`config.mk`:
```
export PLATFORM = sky130hd
export DESIGN_NAME = chunk_adder
export DESIGN_NICKNAME = d
export VERILOG_FILES = /design/src/rtl/chunk_adder.sv
export SDC_FILE = /design/constraint.sdc
export NUM_CORES = 1
export LEC_CHECK = 0
export ABC_AREA = 1
export CAP_MARGIN = 10
export CORE_ASPECT_RATIO = 2
export CORE_MARGIN = 2
export CORE_UTILIZATION = 56
export DETAILED_ROUTE_END_ITERATION = 7
export PLACE_DENSITY = 0.84
export SKIP_CTS_REPAIR_TIMING = 1
export SYNTH_ARGS = -nofsm -noshare
export SYNTH_HDL_FRONTEND = slang
export SYNTH_SLANG_ARGS = --single-unit
```
`constraint.sdc`:
```
create_clock -name clk -period 7.45 [get_ports clk]
set_input_delay 1.1175 -clock clk [delete_from_list [all_inputs] [get_ports clk]]
set_output_delay 1.1175 -clock clk [all_outputs]
set_load 0.005 [all_outputs]
```
`src/rtl/chunk_adder.sv`:
```
// chunk_adder: multi-cycle adder/subtractor that processes one CHUNK-bit slice per clock.
//
// Parameters
//   WIDTH  operand/result width in bits (must be a multiple of CHUNK)
//   CHUNK  bits added per cycle; NCH = WIDTH/CHUNK cycles per operation
//
// Ports
//   clk    clock; all logic on the rising edge
//   rst_n  synchronous active-low reset
//   start  begin an operation (accepted in IDLE or DONE, ignored while busy)
//   a, b   operands, captured on acceptance
//   cin    carry-in for add mode (ignored in subtract mode)
//   sub    0 = a + b + cin, 1 = a - b (cout = 1 means no borrow)
//   busy   high while slices are being added
//   done   one-cycle pulse; sum/cout (and ovf) updated at the same edge
//   sum    result, held until the next done
//   cout   carry out of bit WIDTH-1
//   ovf    signed overflow of the result (only with CHUNK_ADDER_OVF_EN defined)
//
// Build option: define CHUNK_ADDER_OVF_EN to add the ovf output and its logic.

module chunk_adder #(
  parameter int unsigned WIDTH = 16,
  parameter int unsigned CHUNK = 4
) (
  input  logic             clk,
  input  logic             rst_n,
  input  logic             start,
  input  logic [WIDTH-1:0] a,
  input  logic [WIDTH-1:0] b,
  input  logic             cin,
  input  logic             sub,
  output logic             busy,
  output logic             done,
  output logic [WIDTH-1:0] sum,
  output logic             cout
`ifdef CHUNK_ADDER_OVF_EN
  ,
  output logic             ovf
`endif
);

  localparam int unsigned NCH  = WIDTH / CHUNK;
  localparam int unsigned IdxW = (NCH > 1) ? $clog2(NCH) : 1;

  typedef enum logic [1:0] {StIdle, StRun, StDone} state_e;

  state_e            state_q, state_d;
  logic [IdxW-1:0]   idx_q, idx_d;
  logic [WIDTH-1:0]  a_q, a_d;
  logic [WIDTH-1:0]  b_q, b_d;       // already inverted for subtract
  logic              carry_q, carry_d;
  logic [WIDTH-1:0]  res_q, res_d;   // partial result being assembled
  logic [WIDTH-1:0]  sum_q, sum_d;
  logic              cout_q, cout_d;
`ifdef CHUNK_ADDER_OVF_EN
  logic              ovf_q, ovf_d;
  logic              slice_ovf;
`endif

  logic              accept;
  logic              last_slice;
  logic [31:0]       base;
  logic [CHUNK-1:0]  a_sl, b_sl;
  logic [CHUNK:0]    slice_sum;

  assign accept     = start && (state_q != StRun);
  assign last_slice = (state_q == StRun) && (idx_q == IdxW'(NCH - 1));

  // Current slice adder
  always_comb begin
    base      = 32'(idx_q) * CHUNK;
    a_sl      = a_q[base +: CHUNK];
    b_sl      = b_q[base +: CHUNK];
    slice_sum = {1'b0, a_sl} + {1'b0, b_sl} + {{CHUNK{1'b0}}, carry_q};
  end

`ifdef CHUNK_ADDER_OVF_EN
  // Same-sign operands producing an opposite-sign MSB: carry into MSB != carry out.
  assign slice_ovf = (a_sl[CHUNK-1] == b_sl[CHUNK-1]) &&
                     (slice_sum[CHUNK-1] != a_sl[CHUNK-1]);
`endif

  // State register and datapath registers
  always_ff @(posedge clk) begin
    if (!rst_n) begin
      state_q <= StIdle;
      idx_q   <= '0;
      a_q     <= '0;
      b_q     <= '0;
      carry_q <= 1'b0;
      res_q   <= '0;
      sum_q   <= '0;
      cout_q  <= 1'b0;
`ifdef CHUNK_ADDER_OVF_EN
      ovf_q   <= 1'b0;
`endif
    end else begin
      state_q <= state_d;
      idx_q   <= idx_d;
      a_q     <= a_d;
      b_q     <= b_d;
      carry_q <= carry_d;
      res_q   <= res_d;
      sum_q   <= sum_d;
      cout_q  <= cout_d;
`ifdef CHUNK_ADDER_OVF_EN
      ovf_q   <= ovf_d;
`endif
    end
  end

  // Next-state logic
  always_comb begin
    state_d = state_q;
    unique case (state_q)
      StIdle:  if (start) state_d = StRun;
      StRun:   if (last_slice) state_d = StDone;
      StDone:  state_d = start ? StRun : StIdle;
      default: state_d = StIdle;
    endcase
  end

  // Datapath next-state
  always_comb begin
    idx_d   = idx_q;
    a_d     = a_q;
    b_d     = b_q;
    carry_d = carry_q;
    res_d   = res_q;
    sum_d   = sum_q;
    cout_d  = cout_q;
`ifdef CHUNK_ADDER_OVF_EN
    ovf_d   = ovf_q;
`endif
    if (accept) begin
      idx_d   = '0;
      a_d     = a;
      // Subtract as a + ~b + 1; cin is ignored in that mode.
      b_d     = sub ? ~b : b;
      carry_d = sub ? 1'b1 : cin;
      res_d   = '0;
    end else if (state_q == StRun) begin
      res_d[base +: CHUNK] = slice_sum[CHUNK-1:0];
      carry_d              = slice_sum[CHUNK];
      if (last_slice) begin
        idx_d  = '0;
        sum_d  = res_d;
        cout_d = slice_sum[CHUNK];
`ifdef CHUNK_ADDER_OVF_EN
        ovf_d  = slice_ovf;
`endif
      end else begin
        idx_d = idx_q + 1'b1;
      end
    end
  end

  // Outputs
  always_comb begin
    busy = (state_q == StRun);
    done = (state_q == StDone);
    sum  = sum_q;
    cout = cout_q;
`ifdef CHUNK_ADDER_OVF_EN
    ovf  = ovf_q;
`endif
  end

endmodule

```
# Word level (Yosys, flattened, before mapping)
# Cells that the tools add are included.
[word_totals]
elab_cells = 42
register_bits = 70
output_inout_bits = 19
[classes]
n_shift = 4
bitwise = 3
n_mux = 10
reduce_logical = 7
eq_ne = 6
n_addsub = 4
[op_table]
columns = ["op", "n"]
rows = [
  ["negator 4 -> 34 bit", 1],
  ["variable shift 4 x 34 -> 16 bit, first input constant", 1],
  ["indexed part select 4 x 34 -> 16 bit", 1],
  ["indexed part select 16 x 5 -> 4 bit", 2],
  ["bitwise mux 16 bit", 1],
  ["2-to-1 mux 16 bit", 1],
  ["NOT 16 bit", 1],
  ["2-to-1 mux 2 bit", 3],
  ["one-hot mux 2 bit (3 select lines)", 1],
  ["adder 4 x 4 -> 5 bit", 1],
  ["adder 5 x 1 -> 5 bit", 1],
  ["== test 2 bit, second input constant", 2],
  ["2-to-1 mux 1 bit", 4],
  ["!= test 2 x 1 -> 1 bit, second input constant", 2],
  ["AND reduction 3 bit", 1],
  ["adder 2 x 1 -> 2 bit, second input constant", 1],
  ["== test 2 x 1 -> 1 bit, second input constant", 1],
  ["logical AND 1 bit", 2],
  ["logical NOT 2 bit", 1],
  ["!= test 2 bit, second input constant", 1],
  ["NOT 1 bit", 2],
  ["AND reduction 2 bit", 1],
  ["nonzero test 2 bit", 1],
  ["OR reduction 2 bit", 1],
]

# Longest topological paths before layout
[logic_depth]
depth_word = 5
ltp_mapped = 14
mapped_depth_nobuf = 12

# Worst setup path after synthesis
# OpenSTA, ideal clock, no wires.
[synth_timing]
kind = "reg-to-reg"
startpoint = "reg idx_q[0]"
endpoint = "reg res_q[6]"
required_time_ns = 7.335
n_path_buf = 2
setup_time_ns = 0.115
period_less_slack_ns = 2.481
path_slack_ns = 4.969
arrival_time_ns = 2.365
stages_incl_launch_ff = 15
path_cell_list = "dfxtp_1 > inv_1 > buf_2 > buf_2 > nor2_1 > o22ai_1 > fa_1 > fa_1 > xor2_1 > nand2_1 > nor2_1 > nand2_1 > o21ai_0 > o21ai_0 > inv_1"
[synth_between]
elab_chain_cells = 5
[synth_rtl]
columns = ["element", "line", "rtl"]
rows = [
  ["start, declared", "49", "logic [IdxW-1:0] idx_q, idx_d;"],
  ["start signal, assigned", "100", "idx_q <= idx_d;"],
  ["indexed part select 16 x 5 -> 4 bit, on equally long branches", "73, 74", ""],
  ["adder 4 x 4 -> 5 bit", "75", "slice_sum = {1'b0, a_sl} + {1'b0, b_sl} + {{CHUNK{1'b0}}, carry_q};"],
  ["adder 5 x 1 -> 5 bit", "75", ""],
  ["indexed part select 4 x 34 -> 16 bit", "144", "res_d[base +: CHUNK] = slice_sum[CHUNK-1:0];"],
  ["bitwise mux 16 bit *", "144", ""],
  ["end signal, assigned", "104", "res_q <= res_d;"],
  ["end, declared", "53", "logic [WIDTH-1:0] res_q, res_d;"],
]
# Every way passes the cells marked *; elsewhere a longest branch is shown, timed or not.
# A chain may end at the register's enable or synchronous reset.

# Final worst setup path
# Ends and elaborated chain as after synthesis.

==> impl_metrics.env <==
export IMPL_status="finished, final reports clean"
export IMPL_period_share=0.4517
export IMPL_drt_iter0_markers=135
export IMPL_start_util=0.5803
export IMPL_synth_distinct_cells=32
export IMPL_ys_ff_latch=66
export IMPL_hold_class="reg2reg"
export IMPL_finClkSkew_ns=0.008558
export IMPL_drtAntennaViolNets=0
export IMPL_synth_common_cells="70 x nor2_1, 66 x dfxtp_1, 63 x o21ai_0"
export IMPL_finalNetCount=504
export IMPL_crit_path_end_kind="flop"
export IMPL_register_area_um2=1321
export IMPL_core_area_um2=5468
export IMPL_die_h_um=110.5
export IMPL_leakage_nw=1.651
export IMPL_dp_hpwl_mm=5.389
export IMPL_max_freq_mhz=297.2
export IMPL_synth_top_area_frac=0.4164
export IMPL_ys_flop_type="dfxtp_1"
export IMPL_dr_pass1_iters=6
export IMPL_ctsHtreeMaxLevel=3
export IMPL_final_cell_area_um2=3870
export IMPL_routedWlPerCell_um=14.32
export IMPL_setup_violations=0
export IMPL_num_vias=2925
export IMPL_worstRegToRegCells=12
export IMPL_synth_top_area_cell="dfxtp_1"
export IMPL_critPathCapture="res_q[6]$_SDFFE_PP0P_"
export IMPL_post_synth_inst_count=413
export IMPL_r2r_end="res_q[6]$_SDFFE_PP0P_"
export IMPL_antenna_found_initial=0
export IMPL_grt_max_degree=42
export IMPL_route_detailed_drc=0
export IMPL_areaGrowthSynthToFinish_pct=21.96
export IMPL_nFillCells=438
export IMPL_synth_edff_count=0
export IMPL_clkLatencyLatePin_ns=0.36
export IMPL_synth_area_leaders="dfxtp_1 42%, o21ai_0 9.9%, nor2_1 8.3%, inv_1 5.6%, xnor2_1 4.4%"
export IMPL_synthesis_nets=460
export IMPL_dp_cells=506
export IMPL_crit_start="idx_q[0]$_SDFFE_PP0P_"
export IMPL_final_setup_tns_ns=0
export IMPL_crit_type="reg2reg"
export IMPL_regToRegSetupSlack_ns=4.08
export IMPL_clk_pin_slew_worst_paths_ns=0.07
export IMPL_layout_drive_gt1_share=0.05628
export IMPL_drv_cap=0
export IMPL_place_ws_ns=4.177
export IMPL_rsz0062_at_grt="false"
export IMPL_gp_congestion=0.9520
export IMPL_slew_viol_final=0
export IMPL_die_w_um=57.23
export IMPL_grtUsageTotal=0.2464
export IMPL_cts_sinks=66
export IMPL_ys_seq_area_frac=0.4164
export IMPL_irDropWorstVdd_mv=0.1831
export IMPL_syn_area_um2=3173
export IMPL_grt_pass1_vias=2694
export IMPL_hold_viol_final=0
export IMPL_cts_buffers_inserted=9
export IMPL_cts_buffer_depth=2
export IMPL_r2r_start="idx_q[0]$_SDFFE_PP0P_"
export IMPL_num_rows=38
export IMPL_required_ns=7.71
export IMPL_ys_warn_count=0
export IMPL_diodes=0
export IMPL_grt_pass1_wl_mm=12.09
export IMPL_async_reset_ff_frac=0
export IMPL_period_minus_slack_ns=3.365
export IMPL_synth_most_common_cell="nor2_1"
export IMPL_cts_tree="built"
export IMPL_routed_wl_mm=7.475
export IMPL_p_per_area_nw_per_um2=208.2
export IMPL_crit_fanout=24
export IMPL_portBuffers=55
export IMPL_overflow=0
export IMPL_tightest_slew_ns=0.9487
export IMPL_avgSynthCellArea_um2=7.683
export IMPL_io_pins=56
export IMPL_layout_cells_non_filler=522
export IMPL_worstPathArrival_ns=3.62
export IMPL_multiInputGateArea_um2=1539
export IMPL_cts_root_buffer="clkbuf_8"
export IMPL_placed_area_um2=3687
export IMPL_start_kind="flop"
export IMPL_finalWorstSetupSlack_ns=4.085
export IMPL_power_w=0.0008058
export IMPL_slew_headroom=0.3655
export IMPL_vias_per_cell=5.603
export IMPL_dieArea_um2=6321
-- critical path: stages (launching register included) --
cell	delay (ns)
dfxtp_1	0.76
inv_1	0.52
o21ai_0	0.28
o22ai_1	0.12
fa_1	0.45
fa_1	0.43
xor2_1	0.17
nand2_1	0.08
nor2_1	0.06
nand2_1	0.08
o21ai_0	0.10
o21ai_0	0.16
inv_1	0.05
-- metrics by stage --
step / utilization / hold slack, ns
2_1_floorplan: - / 0.4478
3_3_place_gp: 0.6744 / 0.4546
3_5_place_dp: 0.6744 / 0.4573
4_1_cts: 0.7078 / 0.4676
5_1_grt: 0.7078 / 0.4959
6_report: 0.7078 / 0.4659
-- kinds of logic (layout without fill, tap and decap cells) --
logic type / count (synthesis) / after routing / synth area share
AO/OA/AOI/OAI: 122 / 122 / 0.2212
XOR/XNOR: 17 / 17 / 0.04692
AND/OR/NAND/NOR: 126 / 126 / 0.1727
buffers and inverters: 72 / 121 / 0.09858
flip-flops: 66 / 66 / 0.4164
adder cells (fa/ha/maj): 10 / 10 / 0.04417
-- flip-flops by register name, summed over array words and instances (netlist names) --
register / cells
carry_q: 1
sum: 16
res_q: 12
b_q: 16
a_q: 16
state_q: 2
cout: 1
idx_q: 2
-- metal layers --
layer,part of all wire,track usage,up-vias,wire (µm)
li1,-,-,1451,-
met1,0.36,0.2557,1340,2715
met2,0.53,0.4245,100,3984
met3,0.044,0.04918,34,329
met4,0.060,0.1705,0,445
met5,0,0,-,0
-- area by class of cell --
class	instances	share of cell area
well taps	60	0.01940
clock buffers	14	0.04462
multi-input cells	275	0.3977
clock inverters	2	0.002586
flip-flops and latches	66	0.3414
inverters	49	0.05011
repair buffers	56	0.1442
-- power breakdown --
part / switching (W) / total [W] / internal, W
logic: 0.0000803 / 0.000138 / 0.0000577
registers: 0.0000138 / 0.000387 / 0.000373
clock network: 0.000134 / 0.000281 / 0.000147
-- how the worst min path moves through the flow --
| stage | depth (start not counted) | end | startpoint | slack (ns) |
|---|---|---|---|---|
| 2_1_floorplan | 2 | b_q[6]$_SDFFE_PN0P_ | b_q[6]$_SDFFE_PN0P_ | 0.45 |
| 3_3_place_gp | 2 | sum[13]$_SDFFE_PN0P_ | sum[13]$_SDFFE_PN0P_ | 0.45 |
| 3_5_place_dp | 2 | sum[13]$_SDFFE_PN0P_ | sum[13]$_SDFFE_PN0P_ | 0.46 |
| 4_1_cts | 2 | sum[13]$_SDFFE_PN0P_ | sum[13]$_SDFFE_PN0P_ | 0.47 |
| 5_1_grt | 2 | sum[13]$_SDFFE_PN0P_ | sum[13]$_SDFFE_PN0P_ | 0.50 |
| 6_report | 2 | sum[13]$_SDFFE_PN0P_ | sum[13]$_SDFFE_PN0P_ | 0.47 |
-- layout by cell type, fill, tap and decap left out --
cell             Yosys  final
nor2_1              70     70
dfxtp_1             66     66
o21ai_0             63     63
clkdlybuf4s50_1      0     55
inv_1               47     47
nand2_1             31     31
xnor2_1             16     16
nand3_1             14     14
a21oi_1             14     14
clkbuf_8             0     12
o22ai_1             11     11
a211oi_1            10     10
ha_1                 8      8
o21a_1               7      7
o21bai_1             7      7
o21ai_1              5      5
a21oi_2              4      4
nand4_1              3      3
nand2_4              2      2
inv_6                2      2
fa_1                 2      2
clkbuf_1             8      2
clkinv_2             0      2
nand3b_1             1      1
nor2_4               1      1
xor2_1               1      1
or2_2                1      1
nor3b_1              1      1
nor2_8               1      1
o211ai_1             1      1
nor3_1               1      1
buf_4                2      1
Power figures use the tool's default switching activity.
